## config.mk

```make
export PLATFORM = sky130hd
export DESIGN_NAME = pe_scheduler_flat
export DESIGN_NICKNAME = d
export VERILOG_FILES = /design/src/rtl/pe_scheduler_if.sv /design/src/rtl/pe_scheduler.sv /design/src/flat_wrapper.sv
export SDC_FILE = /design/constraint.sdc
export NUM_CORES = 1
export LEC_CHECK = 0
export ABC_AREA = 1
export BUFFER_PORTS_ARGS = -buffer_cell sky130_fd_sc_hd__clkbuf_2
export CAP_MARGIN = 20
export CORE_MARGIN = 5
export CORE_UTILIZATION = 40
export DETAILED_ROUTE_END_ITERATION = 8
export PLACE_DENSITY = 0.71
export SYNTH_ARGS = -nofsm -noshare
export SYNTH_HDL_FRONTEND = slang
export SYNTH_SLANG_ARGS = --single-unit
```

## constraint.sdc

```tcl
create_clock -name clk -period 2.48 [get_ports clk]
set_input_delay 0.496 -clock clk [delete_from_list [all_inputs] [get_ports clk]]
set_output_delay 0.496 -clock clk [all_outputs]
set_load 0.005 [all_outputs]
```

## src/rtl/pe_scheduler_if.sv

```systemverilog
`default_nettype none
// ============================================================================
// Module   : pe_scheduler_if
// Brief    : Host/stream and PE-strobe bundle between the array and one
//            pe_scheduler instance.
// Revision : 1.0
// ============================================================================
interface pe_scheduler_if #(
    parameter int DATA_WIDTH = 16,
    parameter int ITER_W     = 4
);
    logic                    start;
    logic                    samp_in_v;
    logic [2*DATA_WIDTH-1:0] samp_in;
    logic                    stall;
    logic                    samp_ready;
    logic                    din_pe_v;
    logic [2*DATA_WIDTH-1:0] din_pe;
    logic                    inst_go;
    logic                    tx_en;
    logic                    shift_en;
    logic                    alpha_v;
    logic [ITER_W-1:0]       iter_idx;
    logic                    busy;
    logic                    done;

    modport master (
        output start, samp_in_v, samp_in, stall,
        input  samp_ready, din_pe_v, din_pe, inst_go, tx_en, shift_en,
               alpha_v, iter_idx, busy, done
    );

    modport slave (
        input  start, samp_in_v, samp_in, stall,
        output samp_ready, din_pe_v, din_pe, inst_go, tx_en, shift_en,
               alpha_v, iter_idx, busy, done
    );
endinterface
`default_nettype wire

```

## src/rtl/pe_scheduler.sv

```systemverilog
`default_nettype none
// ============================================================================
// Module   : pe_scheduler
// Brief    : Sequences one PE through LOAD, (COMPUTE, TRANSMIT, SHIFT) x
//            (ITER_NUM-1), COMPUTE, OUTPUT. Optional freeze: PE_SCHED_STALL_EN.
// Revision : 1.0
// ============================================================================
module pe_scheduler #(
    parameter int DATA_WIDTH = 16,
    parameter int LOAD_LEN   = 16,
    parameter int CMPT_LEN   = 64,
    parameter int TX_LEN     = 4,
    parameter int SHIFT_LEN  = 8,
    parameter int ITER_NUM   = 8,
    parameter int OUT_LEN    = 4
) (
    input wire logic      clk,
    input wire logic      rst,
    pe_scheduler_if.slave bus
);
    localparam int c_iter_w = $clog2(ITER_NUM) + 1;
    localparam int c_max_a  = (LOAD_LEN > CMPT_LEN) ? LOAD_LEN : CMPT_LEN;
    localparam int c_max_b  = (TX_LEN > SHIFT_LEN) ? TX_LEN : SHIFT_LEN;
    localparam int c_max_c  = (c_max_a > c_max_b) ? c_max_a : c_max_b;
    localparam int c_max    = (c_max_c > OUT_LEN) ? c_max_c : OUT_LEN;
    localparam int c_cnt_w  = $clog2(c_max) + 1;

    localparam logic [2:0] c_idle     = 3'd0;
    localparam logic [2:0] c_load     = 3'd1;
    localparam logic [2:0] c_compute  = 3'd2;
    localparam logic [2:0] c_transmit = 3'd3;
    localparam logic [2:0] c_shift    = 3'd4;
    localparam logic [2:0] c_output   = 3'd5;

    localparam logic [c_cnt_w-1:0]  c_load_last  = c_cnt_w'(LOAD_LEN - 1);
    localparam logic [c_cnt_w-1:0]  c_cmpt_last  = c_cnt_w'(CMPT_LEN - 1);
    localparam logic [c_cnt_w-1:0]  c_tx_last    = c_cnt_w'(TX_LEN - 1);
    localparam logic [c_cnt_w-1:0]  c_shift_last = c_cnt_w'(SHIFT_LEN - 1);
    localparam logic [c_cnt_w-1:0]  c_out_last   = c_cnt_w'(OUT_LEN - 1);
    localparam logic [c_iter_w-1:0] c_iter_last  = c_iter_w'(ITER_NUM - 1);

    logic [2:0]              r_state;
    logic [2:0]              w_state_nxt;
    logic [c_cnt_w-1:0]      r_cnt;
    logic [c_iter_w-1:0]     r_iter;
    logic [c_iter_w-1:0]     w_iter_nxt;
    logic                    r_samp_ready;
    logic                    r_din_pe_v;
    logic [2*DATA_WIDTH-1:0] r_din_pe;
    logic                    r_inst_go;
    logic                    r_tx_en;
    logic                    r_shift_en;
    logic                    r_alpha_v;
    logic                    r_busy;
    logic                    r_done;
    logic                    w_run;
    logic                    w_accept;
    logic                    w_adv;
    logic                    w_last;
    logic                    w_samp_ready_nxt;
    logic                    w_inst_go_nxt;
    logic                    w_tx_en_nxt;
    logic                    w_shift_en_nxt;
    logic                    w_alpha_v_nxt;
    logic                    w_busy_nxt;
    logic                    w_done_nxt;

`ifdef PE_SCHED_STALL_EN
    assign w_run = ~bus.stall;
`else
    logic w_stall_unused;
    assign w_stall_unused = bus.stall;
    assign w_run          = 1'b1;
`endif

    assign w_accept = r_samp_ready & bus.samp_in_v & w_run;

    // Window counters advance only on cycles the PE actually saw its strobe,
    // so a stall never shortens or lengthens a window.
    always_comb begin
        w_state_nxt = r_state;
        w_iter_nxt  = r_iter;
        w_adv       = 1'b0;
        w_last      = 1'b0;
        case (r_state)
            c_idle: begin
                if (bus.start && w_run) w_state_nxt = c_load;
            end
            c_load: begin
                w_adv  = w_accept;
                w_last = (r_cnt == c_load_last);
                if (w_adv && w_last) w_state_nxt = c_compute;
            end
            c_compute: begin
                w_adv  = r_inst_go;
                w_last = (r_cnt == c_cmpt_last);
                if (w_adv && w_last)
                    w_state_nxt = (r_iter == c_iter_last) ? c_output : c_transmit;
            end
            c_transmit: begin
                w_adv  = r_tx_en;
                w_last = (r_cnt == c_tx_last);
                if (w_adv && w_last) w_state_nxt = c_shift;
            end
            c_shift: begin
                w_adv  = r_shift_en;
                w_last = (r_cnt == c_shift_last);
                if (w_adv && w_last) begin
                    w_state_nxt = c_compute;
                    w_iter_nxt  = r_iter + 1'b1;
                end
            end
            c_output: begin
                w_adv  = r_alpha_v;
                w_last = (r_cnt == c_out_last);
                if (w_adv && w_last) begin
                    w_state_nxt = c_idle;
                    w_iter_nxt  = '0;
                end
            end
            default: w_state_nxt = c_idle;
        endcase
    end

    always_comb begin
        w_samp_ready_nxt = (w_state_nxt == c_load)     && w_run;
        w_inst_go_nxt    = (w_state_nxt == c_compute)  && w_run;
        w_tx_en_nxt      = (w_state_nxt == c_transmit) && w_run;
        w_shift_en_nxt   = (w_state_nxt == c_shift)    && w_run;
        w_alpha_v_nxt    = (w_state_nxt == c_output)   && w_run;
        w_busy_nxt       = (w_state_nxt != c_idle);
        w_done_nxt       = (r_state == c_output) && (w_state_nxt == c_idle);
    end

    always_ff @(posedge clk) begin
        if (rst) begin
            r_state      <= c_idle;
            r_cnt        <= '0;
            r_iter       <= '0;
            r_samp_ready <= 1'b0;
            r_din_pe_v   <= 1'b0;
            r_din_pe     <= '0;
            r_inst_go    <= 1'b0;
            r_tx_en      <= 1'b0;
            r_shift_en   <= 1'b0;
            r_alpha_v    <= 1'b0;
            r_busy       <= 1'b0;
            r_done       <= 1'b0;
        end else begin
            r_state <= w_state_nxt;
            r_iter  <= w_iter_nxt;
            if (w_state_nxt != r_state) r_cnt <= '0;
            else if (w_adv)             r_cnt <= r_cnt + 1'b1;
            r_din_pe_v <= w_accept;
            if (w_accept) r_din_pe <= bus.samp_in;
            r_samp_ready <= w_samp_ready_nxt;
            r_inst_go    <= w_inst_go_nxt;
            r_tx_en      <= w_tx_en_nxt;
            r_shift_en   <= w_shift_en_nxt;
            r_alpha_v    <= w_alpha_v_nxt;
            r_busy       <= w_busy_nxt;
            r_done       <= w_done_nxt;
        end
    end

    assign bus.samp_ready = r_samp_ready;
    assign bus.din_pe_v   = r_din_pe_v;
    assign bus.din_pe     = r_din_pe;
    assign bus.inst_go    = r_inst_go;
    assign bus.tx_en      = r_tx_en;
    assign bus.shift_en   = r_shift_en;
    assign bus.alpha_v    = r_alpha_v;
    assign bus.iter_idx   = r_iter;
    assign bus.busy       = r_busy;
    assign bus.done       = r_done;
endmodule
`default_nettype wire

```

## src/flat_wrapper.sv

```systemverilog
// flat-port wrapper written by rule: the top's interface ports become plain ports
module pe_scheduler_flat 
#(
    parameter int DATA_WIDTH = 16,
    parameter int LOAD_LEN   = 16,
    parameter int CMPT_LEN   = 64,
    parameter int TX_LEN     = 4,
    parameter int SHIFT_LEN  = 8,
    parameter int ITER_NUM   = 8,
    parameter int OUT_LEN    = 4
)
  (clk, rst, bus_start, bus_samp_in_v, bus_samp_in, bus_stall, bus_samp_ready, bus_din_pe_v, bus_din_pe, bus_inst_go, bus_tx_en, bus_shift_en, bus_alpha_v, bus_iter_idx, bus_busy, bus_done);
  pe_scheduler_if #(.DATA_WIDTH(DATA_WIDTH), .ITER_W(($clog2(8) + 1))) bus_i ();
  input wire logic clk;
  input wire logic rst;
  input wire logic [$bits(bus_i.start)-1:0] bus_start;
  input wire logic [$bits(bus_i.samp_in_v)-1:0] bus_samp_in_v;
  input wire logic [$bits(bus_i.samp_in)-1:0] bus_samp_in;
  input wire logic [$bits(bus_i.stall)-1:0] bus_stall;
  output wire logic [$bits(bus_i.samp_ready)-1:0] bus_samp_ready;
  output wire logic [$bits(bus_i.din_pe_v)-1:0] bus_din_pe_v;
  output wire logic [$bits(bus_i.din_pe)-1:0] bus_din_pe;
  output wire logic [$bits(bus_i.inst_go)-1:0] bus_inst_go;
  output wire logic [$bits(bus_i.tx_en)-1:0] bus_tx_en;
  output wire logic [$bits(bus_i.shift_en)-1:0] bus_shift_en;
  output wire logic [$bits(bus_i.alpha_v)-1:0] bus_alpha_v;
  output wire logic [$bits(bus_i.iter_idx)-1:0] bus_iter_idx;
  output wire logic [$bits(bus_i.busy)-1:0] bus_busy;
  output wire logic [$bits(bus_i.done)-1:0] bus_done;
  assign bus_i.start = bus_start;
  assign bus_i.samp_in_v = bus_samp_in_v;
  assign bus_i.samp_in = bus_samp_in;
  assign bus_i.stall = bus_stall;
  assign bus_samp_ready = bus_i.samp_ready;
  assign bus_din_pe_v = bus_i.din_pe_v;
  assign bus_din_pe = bus_i.din_pe;
  assign bus_inst_go = bus_i.inst_go;
  assign bus_tx_en = bus_i.tx_en;
  assign bus_shift_en = bus_i.shift_en;
  assign bus_alpha_v = bus_i.alpha_v;
  assign bus_iter_idx = bus_i.iter_idx;
  assign bus_busy = bus_i.busy;
  assign bus_done = bus_i.done;
  pe_scheduler #(.DATA_WIDTH(DATA_WIDTH), .LOAD_LEN(LOAD_LEN), .CMPT_LEN(CMPT_LEN), .TX_LEN(TX_LEN), .SHIFT_LEN(SHIFT_LEN), .ITER_NUM(ITER_NUM), .OUT_LEN(OUT_LEN)) u_core (.clk(clk), .rst(rst), .bus(bus_i));
endmodule
```

==> run metrics, run 1 <==
outcome finished, final reports clean; Initial Util 0.409; Setup Fix Bufs, Post-CTS 0; Fin Hold WS roughly 430 ps; Post-CTS Hold Buffers 0; R2R Setup Slk around 630 ps; ANT nets after route 0; Synth top cells by count 95 x nor2_1, 54 x dfxtp_1, 34 x nand2_1; ant diodes 0; Post-CTS Resized 0; slew margin rel. 0.761; Worst setup SP type flip-flop; Fill cells between 600 and 700; WP data arrival 2070 ps; routability congestion estimate about 0.86; synth unique cells 27; Root Buffer clkbuf_8; pin count of the biggest net entering global routing 34; largest fanout on the critical path 5; nets 445; H-tree depth reported by CTS 2; Area Growth Syn to Fin 24.3%; Hold EP u_core.bus.din_pe[29]$_SDFFE_PP0P_; DRT iter0 DRCs 61; Top FF cell, synth dfxtp_1; Core ar. around 5900 µm²; number of buffers created by CTS 5; Die Span Y just under 90 µm; GRT Resource Usage Total 0.150; routed len/inst around 12 µm; Sequential cell area between 1000 and 1500 µm²; via count 2,247; pwr/cell area about 550 nW/µm²; CP endpoint kind flip-flop; Synth Area per Inst roughly 7.3 µm²; Worst Hold Class input pin to flip-flop; CTS Buffer Depth 2; Reg2Reg Depth 10; Clock Pin Slew Worst Setup and Hold Paths about 100 ps; clock latency at the later pin of the worst-skew pair around 300 ps; IO Pins a little over 80; Worst Setup Path Type flip-flop to flip-flop; Async S/R FF share, synth 0; syn nets 365; Via density between 4 and 5; worst reg2reg startpoint u_core.r_cnt[0]$_SDFFE_PP0P_; vias in the first global route 2,093; Peak VDD IR approximately 0.41 mV; Hold Vio Cnt, Final 0; fmax 540 MHz; DRC errors left 0; count leader, synth nor2_1; final worst-path cycle share 0.747; Synth area leader dfxtp_1; LEAKAGE 1.35 nW; Synth Instances approximately 330; GRT overflow 0; Layout Skew about 8.3 ps; post-synthesis sequential area ratio 0.452; hold path cells 3; Routed Wire Length 5560 µm; Crit path required time 2690 ps; share of the synthesized area in the top cell type 0.452; Tmin final between 1500 and 2000 ps; initial antenna violation count 0; Max-cap violations 0; Max Used Layer met4; CTS sink cnt 54; dpl hpwl around 4300 µm; worst-margin pin slew roughly 360 ps; RR Endpoint u_core.bus.busy$_SDFF_PP0_; first-pass GRT wire length a little over 9000 µm; register bit total from synthesis 54; CTS tree built; DIE WIDTH about 87 µm; Met1 Wirelength 2440 µm; DR WL met2 around 2600 µm; number of synthesized flops with an enable pin 0; setup tns final 0 ps; layout cell share with drive strength beyond 1 0.312; Routed met3 length roughly 520 µm; RSZ-0062 raised after global routing no; Area contributors post-synth dfxtp_1 45%, nor2_1 15%, o21ai_0 6.7%, nand2_1 5.3%, nor3_2 4.2%; first drt pass iteration count 4; Cell Area, Synth about 2400 µm²; area of the multi-input gates 1150 µm²; FP Rows 28; YS warnings 0; hold path startpoint bus_samp_in[29]; count of final max-slew check failures 0; IO Port Bufs 79; die area about 7600 µm²; Final Setup Violations 0
## where the power goes
group | leakage, nW | switching, mW | internal, mW | total, mW
Clock | 0.0478 | 0.289 | 0.230 | 0.519
Combinational | 0.863 | 0.110 | 0.0865 | 0.197
Sequential | 0.440 | 0.0218 | 0.908 | 0.930
## worst max-delay path, stage by stage, from the launching register on
cell and delay, ps:
dfxtp_1 410, ha_1 300, nand2_2 110, nor2_4 160, nand3_1 130, nand2_1 80
nand2_1 50, nor2_1 250, nand3_1 150, nand2_1 80, inv_1 30
## registers in the layout (all words and copies together), names as in the netlist
signal	flops
u_core.bus.alpha_v	1
u_core.bus.busy	1
u_core.bus.din_pe	32
u_core.bus.din_pe_v	1
u_core.bus.done	1
u_core.bus.inst_go	1
u_core.bus.iter_idx	4
u_core.bus.samp_ready	1
u_core.bus.shift_en	1
u_core.bus.tx_en	1
u_core.r_cnt	7
u_core.r_state	3
## final cells by class
type / instances / area share
Clock inverter: 2 / 0.00547
Tap cell: 75 / 0.0316
Inverter: 34 / 0.0429
Sequential cell: 54 / 0.364
Multi-Input combinational cell: 228 / 0.386
Clock buffer: 6 / 0.0278
Timing Repair Buffer: 83 / 0.143
## stage by stage
stage	power, mW	cells	area [µm²]	setup slack (ps)	utilization
final	1.65	482	2970	627	0.508
after global routing	1.74	482	2970	459	0.508
after CTS	1.67	482	2970	639	0.508
after detailed placement	1.15	474	2870	678	0.491
after global placement	1.14	474	2870	720	0.491
after floorplan	1.06	326	2390	951	-
## cell families (layout without fill, tap and decap cells)
kind of cell | after synthesis | in the layout | synth area share
buffers and inverters | 44 | 125 | 0.0690
adders and majority gates | 2 | 2 | 0.0105
and+or+nand+nor | 179 | 179 | 0.358
AOI/OAI and AO/OA | 42 | 42 | 0.0920
DFF | 54 | 54 | 0.452
xor gates and xnor gates | 5 | 5 | 0.0183
## placed cells by master (no fill, tap or decap), drive strengths merged
master      n
nor2      100
clkbuf     85
dfxtp      54
nand2      41
o21ai      35
inv        34
nor3       19
nand3      15
xor2        4
buf         4
nand4       3
a21oi       3
o21bai      2
ha          2
clkinv      1
a22oi       1
o211ai      1
xnor2       1
and2        1
clkinvlp    1
## worst max-delay path by stage
stage | startpoint | end | slack, ps | cells after the start
after global placement | u_core.r_cnt[0]$_SDFFE_PP0P_ | u_core.bus.busy$_SDFF_PP0_ | 720 | 10
after global routing | u_core.r_cnt[0]$_SDFFE_PP0P_ | u_core.r_cnt[5]$_SDFFE_PP0P_ | 460 | 9
final | u_core.r_cnt[0]$_SDFFE_PP0P_ | u_core.bus.busy$_SDFF_PP0_ | 630 | 10
after CTS | u_core.r_cnt[0]$_SDFFE_PP0P_ | u_core.bus.busy$_SDFF_PP0_ | 640 | 10
after floorplan | u_core.r_cnt[0]$_SDFFE_PP0P_ | u_core.r_cnt[1]$_SDFFE_PP0P_ | 950 | 9
after detailed placement | u_core.r_cnt[0]$_SDFFE_PP0P_ | u_core.bus.busy$_SDFF_PP0_ | 680 | 10
## metal layers
metal | up-vias | global-route usage
li1 | 1188 | -
met1 | 995 | 0.177
met2 | 60 | 0.251
met3 | 4 | 0.0596
met4 | 0 | 0.0391
met5 | - | 0
No activity file was read; power rests on OpenSTA's default activity.
==> run 2, diff against run 1 <==
==> constraint.sdc (replaced) <==
create_clock -name clk -period 1.8 [get_ports clk]
set_input_delay 0.36 -clock clk [delete_from_list [all_inputs] [get_ports clk]]
set_output_delay 0.36 -clock clk [all_outputs]
set_load 0.005 [all_outputs]
==> run 2 against run 1 <==
Against the previous run: fmax up 12%; die area unchanged; combinational power up 38%; sequential cell count unchanged; first-iteration DRC count up 48%; worst setup slack worse by 480 ps; sequential share of layout area down 0.53 points; utilization up 0.81 points; clock skew up 3.4 ps; register-to-register slack worse by 480 ps; via count up 2.4%; global-route usage up 0.49 points; critical endpoint is now u_core.r_cnt[2]$_SDFFE_PP0P_; largest power group unchanged.
==> run metrics, run 2 (synthesis gave the netlist of run 1 again) <==
Hold Vio Cnt, Final 0; Core ar. around 6000 µm²; worst reg2reg startpoint u_core.r_cnt[0]$_SDFFE_PP0P_; nets 448; Routed Wire Length 5670 µm; Peak VDD IR roughly 0.64 mV; Layout Skew around 12 ps; hold path startpoint bus_samp_in[10]; Worst Setup Path Type flip-flop to flip-flop; LEAKAGE ~1.4 nW; ant diodes 0; Die Span Y 87.3 µm; first-pass GRT wire length 9520 µm; routed len/inst 11.7 µm; dpl hpwl 4310 µm; Crit path largest cell delay 400 ps; Via density ~4.7; Max-cap violations 0; via count about 2,300; CP max-delay cell dfxtp_2; routability congestion estimate slightly below 0.9; vias in the first global route ~2,200; fmax roughly 600 MHz; max reg flops 32; Post-Place Worst Slack approximately 94 ps; pin count of the biggest net entering global routing 34; Overall Power 2.35 mW; DRC errors left 0; Root Buffer clkbuf_8; layout cell share with drive strength beyond 1 0.320; IO Pins around 80; Tmin final about 1600 ps; worst path bufs/invs 0; initial antenna violation count 0; CTS Buffer Depth 2; clock latency at the later pin of the worst-skew pair 300 ps; Crit path required time just over 2000 ps; CTS tree built; GRT overflow 0; WP data arrival approximately 1900 ps; cell chain of the critical path ha_4, nand2_2, nor2_4, nand3_1, nor2_1, nor2_1, nand3_1, nand3_4, nor3_2; DIE WIDTH ~87 µm; Clock Pin Slew Worst Setup and Hold Paths ~100 ps; Initial Util 0.409; H-tree depth reported by CTS 2; Critical path origin u_core.r_cnt[0]$_SDFFE_PP0P_; count of final max-slew check failures 0; Final Setup Violations 0; most frequent cells in the layout 95 x nor2_1, 79 x clkbuf_2, 53 x dfxtp_1, 34 x nand2_1, 32 x o21ai_0; first drt pass iteration count 4; CP endpoint kind flip-flop; most common cell after layout, fill and taps aside nor2_1; die area ~7600 µm²; CTS sink cnt 54; Area Growth Syn to Fin 26.3%; worst-margin pin slew roughly 370 ps; pwr/cell area approximately 780 nW/µm²; outcome finished, final reports clean; DRT iter0 DRCs 90; FP Rows 28; largest fanout on the critical path 7; slew margin rel. 0.753; CP delay by family, top simple AND/OR/NAND/NOR gates; Worst setup SP type flip-flop; IO Port Bufs 79; Worst Hold Class input pin to flip-flop; final worst-path cycle share 0.915; ANT nets after route 0; GRT Resource Usage Total 0.155; setup ws final around 150 ps; number of buffers created by CTS 5
-- run 2: cell types whose count changed in the layout (fill, tap and decap cells not counted), sizes merged --
cell    change
buf         +3
bufinv      +1
inv         -1
-- run 2: path summary, 6_finish.rpt --
check | to | slack (ps) | cells after the start
hold / removal | u_core.bus.din_pe[10]$_SDFFE_PP0P_ | 300 | 3
hold reg to reg | u_core.bus.din_pe[23]$_SDFFE_PP0P_ | 490 | 2
setup / recovery | u_core.r_cnt[2]$_SDFFE_PP0P_ | 150 | 9
setup reg to reg | u_core.r_cnt[2]$_SDFFE_PP0P_ | 150 | 9
-- run 2: cell type report --
cell class	instances	area, µm²
Sequential cell	54	1080
Inverter	34	128
Multi-Input combinational cell	228	1160
Tap cell	75	93.8
Fill cell	584	2830
Clock buffer	6	72.6
Timing Repair Buffer	86	448
Clock inverter	2	37.5
-- run 2: worst register-to-register path, stage by stage, from the launching register on --
cell     delay, ps
dfxtp_2        400
ha_4           170
nand2_2         80
nor2_4         180
nand3_1        120
nor2_1         140
nor2_1          70
nand3_1        120
nand3_4        160
nor3_2         140
-- run 2: what timing repair did --
action | 4_1_cts | 5_1_grt
hold buffers | 0 | 0
gates resized for setup | 0 | 3
buffers inserted | 0 | 1
endpoints found under the hold margin | 0 | 0
endpoints found under the setup margin | 0 | 14
-- run 2: power by group --
group	internal [mW]	total (mW)	switching, mW	leakage (nW)
Combinational	0.119	0.271	0.151	0.875
Clock	0.415	0.795	0.380	0.0514
Sequential	1.25	1.28	0.0305	0.441
Total	1.79	2.35	0.562	1.37
-- run 2: per-layer routing --
| metal | vias up | global-route usage | routed length (µm) |
|---|---|---|---|
| li1 | 1198 | - | - |
| met1 | 1021 | 0.190 | 2550 |
| met2 | 75 | 0.253 | 2580 |
| met3 | 6 | 0.0587 | 473 |
| met5 | - | 0 | 0 |
| met4 | 0 | 0.0418 | 63 |
-- run 2: metrics by stage --
| stage | setup TNS [ps] | instances | hold WS [ps] | util | instance area [µm²] |
|---|---|---|---|---|---|
| after global placement | 0 | 476 | 462 | 0.494 | 2890 |
| after detailed placement | 0 | 476 | 471 | 0.494 | 2890 |
| after CTS | 0 | 484 | 291 | 0.513 | 3000 |
| after floorplan | 0 | 326 | 479 | - | 2390 |
| after global routing | -3.70 | 485 | 314 | 0.516 | 3020 |
| final | 0 | 485 | 304 | 0.516 | 3020 |
==> run 3, diff against run 2 <==
--- a/config.mk
+++ b/config.mk
@@ -5,13 +5,12 @@
 export SDC_FILE = /design/constraint.sdc
 export NUM_CORES = 1
 export LEC_CHECK = 0
-export ABC_AREA = 1
 export BUFFER_PORTS_ARGS = -buffer_cell sky130_fd_sc_hd__clkbuf_2
 export CAP_MARGIN = 20
 export CORE_MARGIN = 5
 export CORE_UTILIZATION = 40
 export DETAILED_ROUTE_END_ITERATION = 8
-export PLACE_DENSITY = 0.71
+export PLACE_DENSITY = 0.72
 export SYNTH_ARGS = -nofsm -noshare
 export SYNTH_HDL_FRONTEND = slang
 export SYNTH_SLANG_ARGS = --single-unit
==> run 3 against run 2 <==
Against the previous run: the run now ends with negative setup slack left; register-to-register slack worse by 220 ps; clock skew fell by 6.1 ps; sequential cell count did not move; highest routed layer unchanged.
==> run metrics, run 3 <==
Sw Share 0.230; fmax about 540 MHz; Die Span Y approximately 85 µm; Worst setup SP type flip-flop; Layout Utilization 0.561; DRC errors left 0; final worst-path cycle share 1.04; initial antenna violation count 0; first drt pass iteration count 4; CTS sink cnt between 50 and 60; Synth area leader dfxtp_1; Fin Hold WS between 200 and 300 ps; DRT iter0 DRCs around 120; count of final max-slew check failures 0; die area ~7200 µm²; Hold Vio Cnt, Final 0; Root Buffer clkbuf_8; Clock Pin Slew Worst Setup and Hold Paths 90 ps; clock latency at the later pin of the worst-skew pair 300 ps; sequential fraction of design power 0.557; number of synthesized flops with an enable pin 0; GRT Resource Usage Total 0.165; nets 403; via count 2,205; Synth Area per Inst 8.42 µm²; largest fanout on the critical path 7; Layout Skew roughly 5.6 ps; layout cell share with drive strength beyond 1 0.376; Area contributors post-synth dfxtp_1 48%, nand2_1 12%, a21oi_1 8.0%, nor2_1 3.2%, xor2_1 1.9%; Cell Area, Synth about 2200 µm²; worst-margin pin slew around 420 ps; Overall Power 2.25 mW; routed len/inst 14.0 µm; Final Setup Violations 14; Peak VDD IR 0.730 mV; register bit total from synthesis 54; IO Pins 81; synth unique cells 45; pwr/cell area ~730 nW/µm²; failing checks negative setup slack; GRT overflow 0; Finished Layout Cells about 440; Tmin final 1860 ps; ANT nets after route 0; Net Switching 0.517 mW; CTS Buffer Depth 2; Synth Instances between 200 and 300; number of buffers created by CTS 5; max reg flops 32; share of the synthesized area in the top cell type 0.481; count leader, synth nand2_1; setup ws final -63.8 ps; routability congestion estimate approximately 0.90; pin count of the biggest net entering global routing 34; WP data arrival roughly 2100 ps; Post-Place Worst Slack -151 ps; Via density just over 5; LEAKAGE between 1 and 1.5 nW; FP Rows 27; placed cells ~430; post-synthesis sequential area ratio 0.481; RSZ-0062 raised after global routing yes; Max-cap violations 0; ant diodes 0; vias in the first global route 2,182; Worst Setup Path Type flip-flop to flip-flop; outcome complete, but fails checks; logic gate share of total power 0.088; Fill cells ~530; Top FF cell, synth dfxtp_1; YS warnings 0; syn nets between 300 and 400; CTS tree built; Routed Wire Length just over 6000 µm; Int Pwr 1.73 mW; H-tree depth reported by CTS 2; slew margin rel. 0.719; DIE WIDTH between 80 and 90 µm; most frequent cells in the layout 79 x clkbuf_2, 71 x nand2_1, 51 x dfxtp_1, 33 x a21oi_1, 25 x buf_4; first-pass GRT wire length between 9000 and 10,000 µm; most common cell after layout, fill and taps aside clkbuf_2; Crit path required time roughly 2000 ps; Core ar. 5470 µm²; Area Growth Syn to Fin 36.7%; Initial Util 0.411; dpl hpwl between 4000 and 5000 µm; IO Port Bufs 79; Clock Power Share 0.356; CP endpoint kind flip-flop; Synth top cells by count 72 x nand2_1, 54 x dfxtp_1, 36 x a21oi_1; Worst Hold Class input pin to flip-flop; Async S/R FF share, synth 0
[run 3: changes by cell type in the layout (fill, tap and decap cells not counted), moves of 5 or more]
| cell | before | now |
|---|---|---|
| nor2_1 | 95 | 17 |
| nand2_1 | 34 | 71 |
| a21oi_1 | 3 | 33 |
| o21ai_0 | 32 | 6 |
| inv_1 | 23 | 1 |
| buf_4 | 7 | 25 |
| inv_2 | 10 | 0 |
| nor3_1 | 9 | 0 |
| nor3_2 | 10 | 1 |
| nand3_1 | 12 | 4 |
| and2_1 | 0 | 5 |
| nand2_2 | 5 | 0 |
[run 3: worst max-delay path, stage by stage, from the launching register on]
cell      delay (ps)
dfxtp_2          370
ha_4             150
or4b_4           560
a211oi_4         230
o22ai_1          110
nand4b_1         140
buf_6            160
nor2_2            50
[run 3: cell families after synthesis]
logic type	Yosys count	share of synthesized area
xor gates and xnor gates	5	0.0195
DFF	54	0.481
adders and majority gates	2	0.0111
buffers and inverters	16	0.0301
AOI/OAI and AO/OA	59	0.161
muxes	3	0.0134
and+or+nand+nor	128	0.283
[run 3: path summary, 6_finish.rpt]
check,depth (start not counted),from,end,slack (ps)
hold / removal,3,bus_samp_in[4],u_core.bus.din_pe[4]$_SDFFE_PP0P_,260
setup / recovery,7,u_core.r_cnt[0]$_SDFFE_PP0P_,u_core.r_cnt[0]$_SDFFE_PP0P_,-60
hold reg to reg,2,u_core.bus.din_pe[2]$_SDFFE_PP0P_,u_core.bus.din_pe[2]$_SDFFE_PP0P_,460
setup reg to reg,7,u_core.r_cnt[0]$_SDFFE_PP0P_,u_core.r_cnt[0]$_SDFFE_PP0P_,-60
[run 3: power by group through the flow]
| stage | sequential, mW | combinational [mW] | clock (mW) |
|---|---|---|---|
| floorplan | 1.28 | 0.0918 | 0 |
| global placement | 1.28 | 0.190 | 0 |
| detailed placement | 1.28 | 0.193 | 0 |
| CTS | 1.25 | 0.199 | 0.829 |
| global route | 1.26 | 0.220 | 0.879 |
| finish | 1.25 | 0.197 | 0.800 |
[run 3: metrics by stage]
step	cell area, µm²	TNS, ps
global placement	2860	-1220
finish	3070	-665
CTS	3040	-502
floorplan	2250	0
global route	3070	-1960
detailed placement	2860	-1680
[run 3: cell type report]
class | count | area, µm² | share of cell area
multi-input cells | 197 | 1190 | 0.388
repair buffers | 105 | 594 | 0.193
clock inverters | 2 | 38.8 | 0.0126
flip-flops and latches | 54 | 1080 | 0.353
inverters | 1 | 3.75 | 0.00122
well taps | 72 | 90.1 | 0.0293
clock buffers | 5 | 68.8 | 0.0224
[run 3: per-layer routing]
metal  global-route usage  vias to the layer above  part of all wire
li1                     -                     1102                 -
met1                0.196                     1028              0.41
met2                0.288                       62              0.51
met3               0.0379                       13             0.053
met4               0.0662                        0             0.027
met5                    0                        -                 0
[run 3: timing repair]
item                                    in CTS  in global routing
pin swaps                                    8                  2
gates resized for setup                     14                  6
buffers inserted                             1                  0
hold buffers                                 0                  0
endpoints found under the setup margin      20                 21
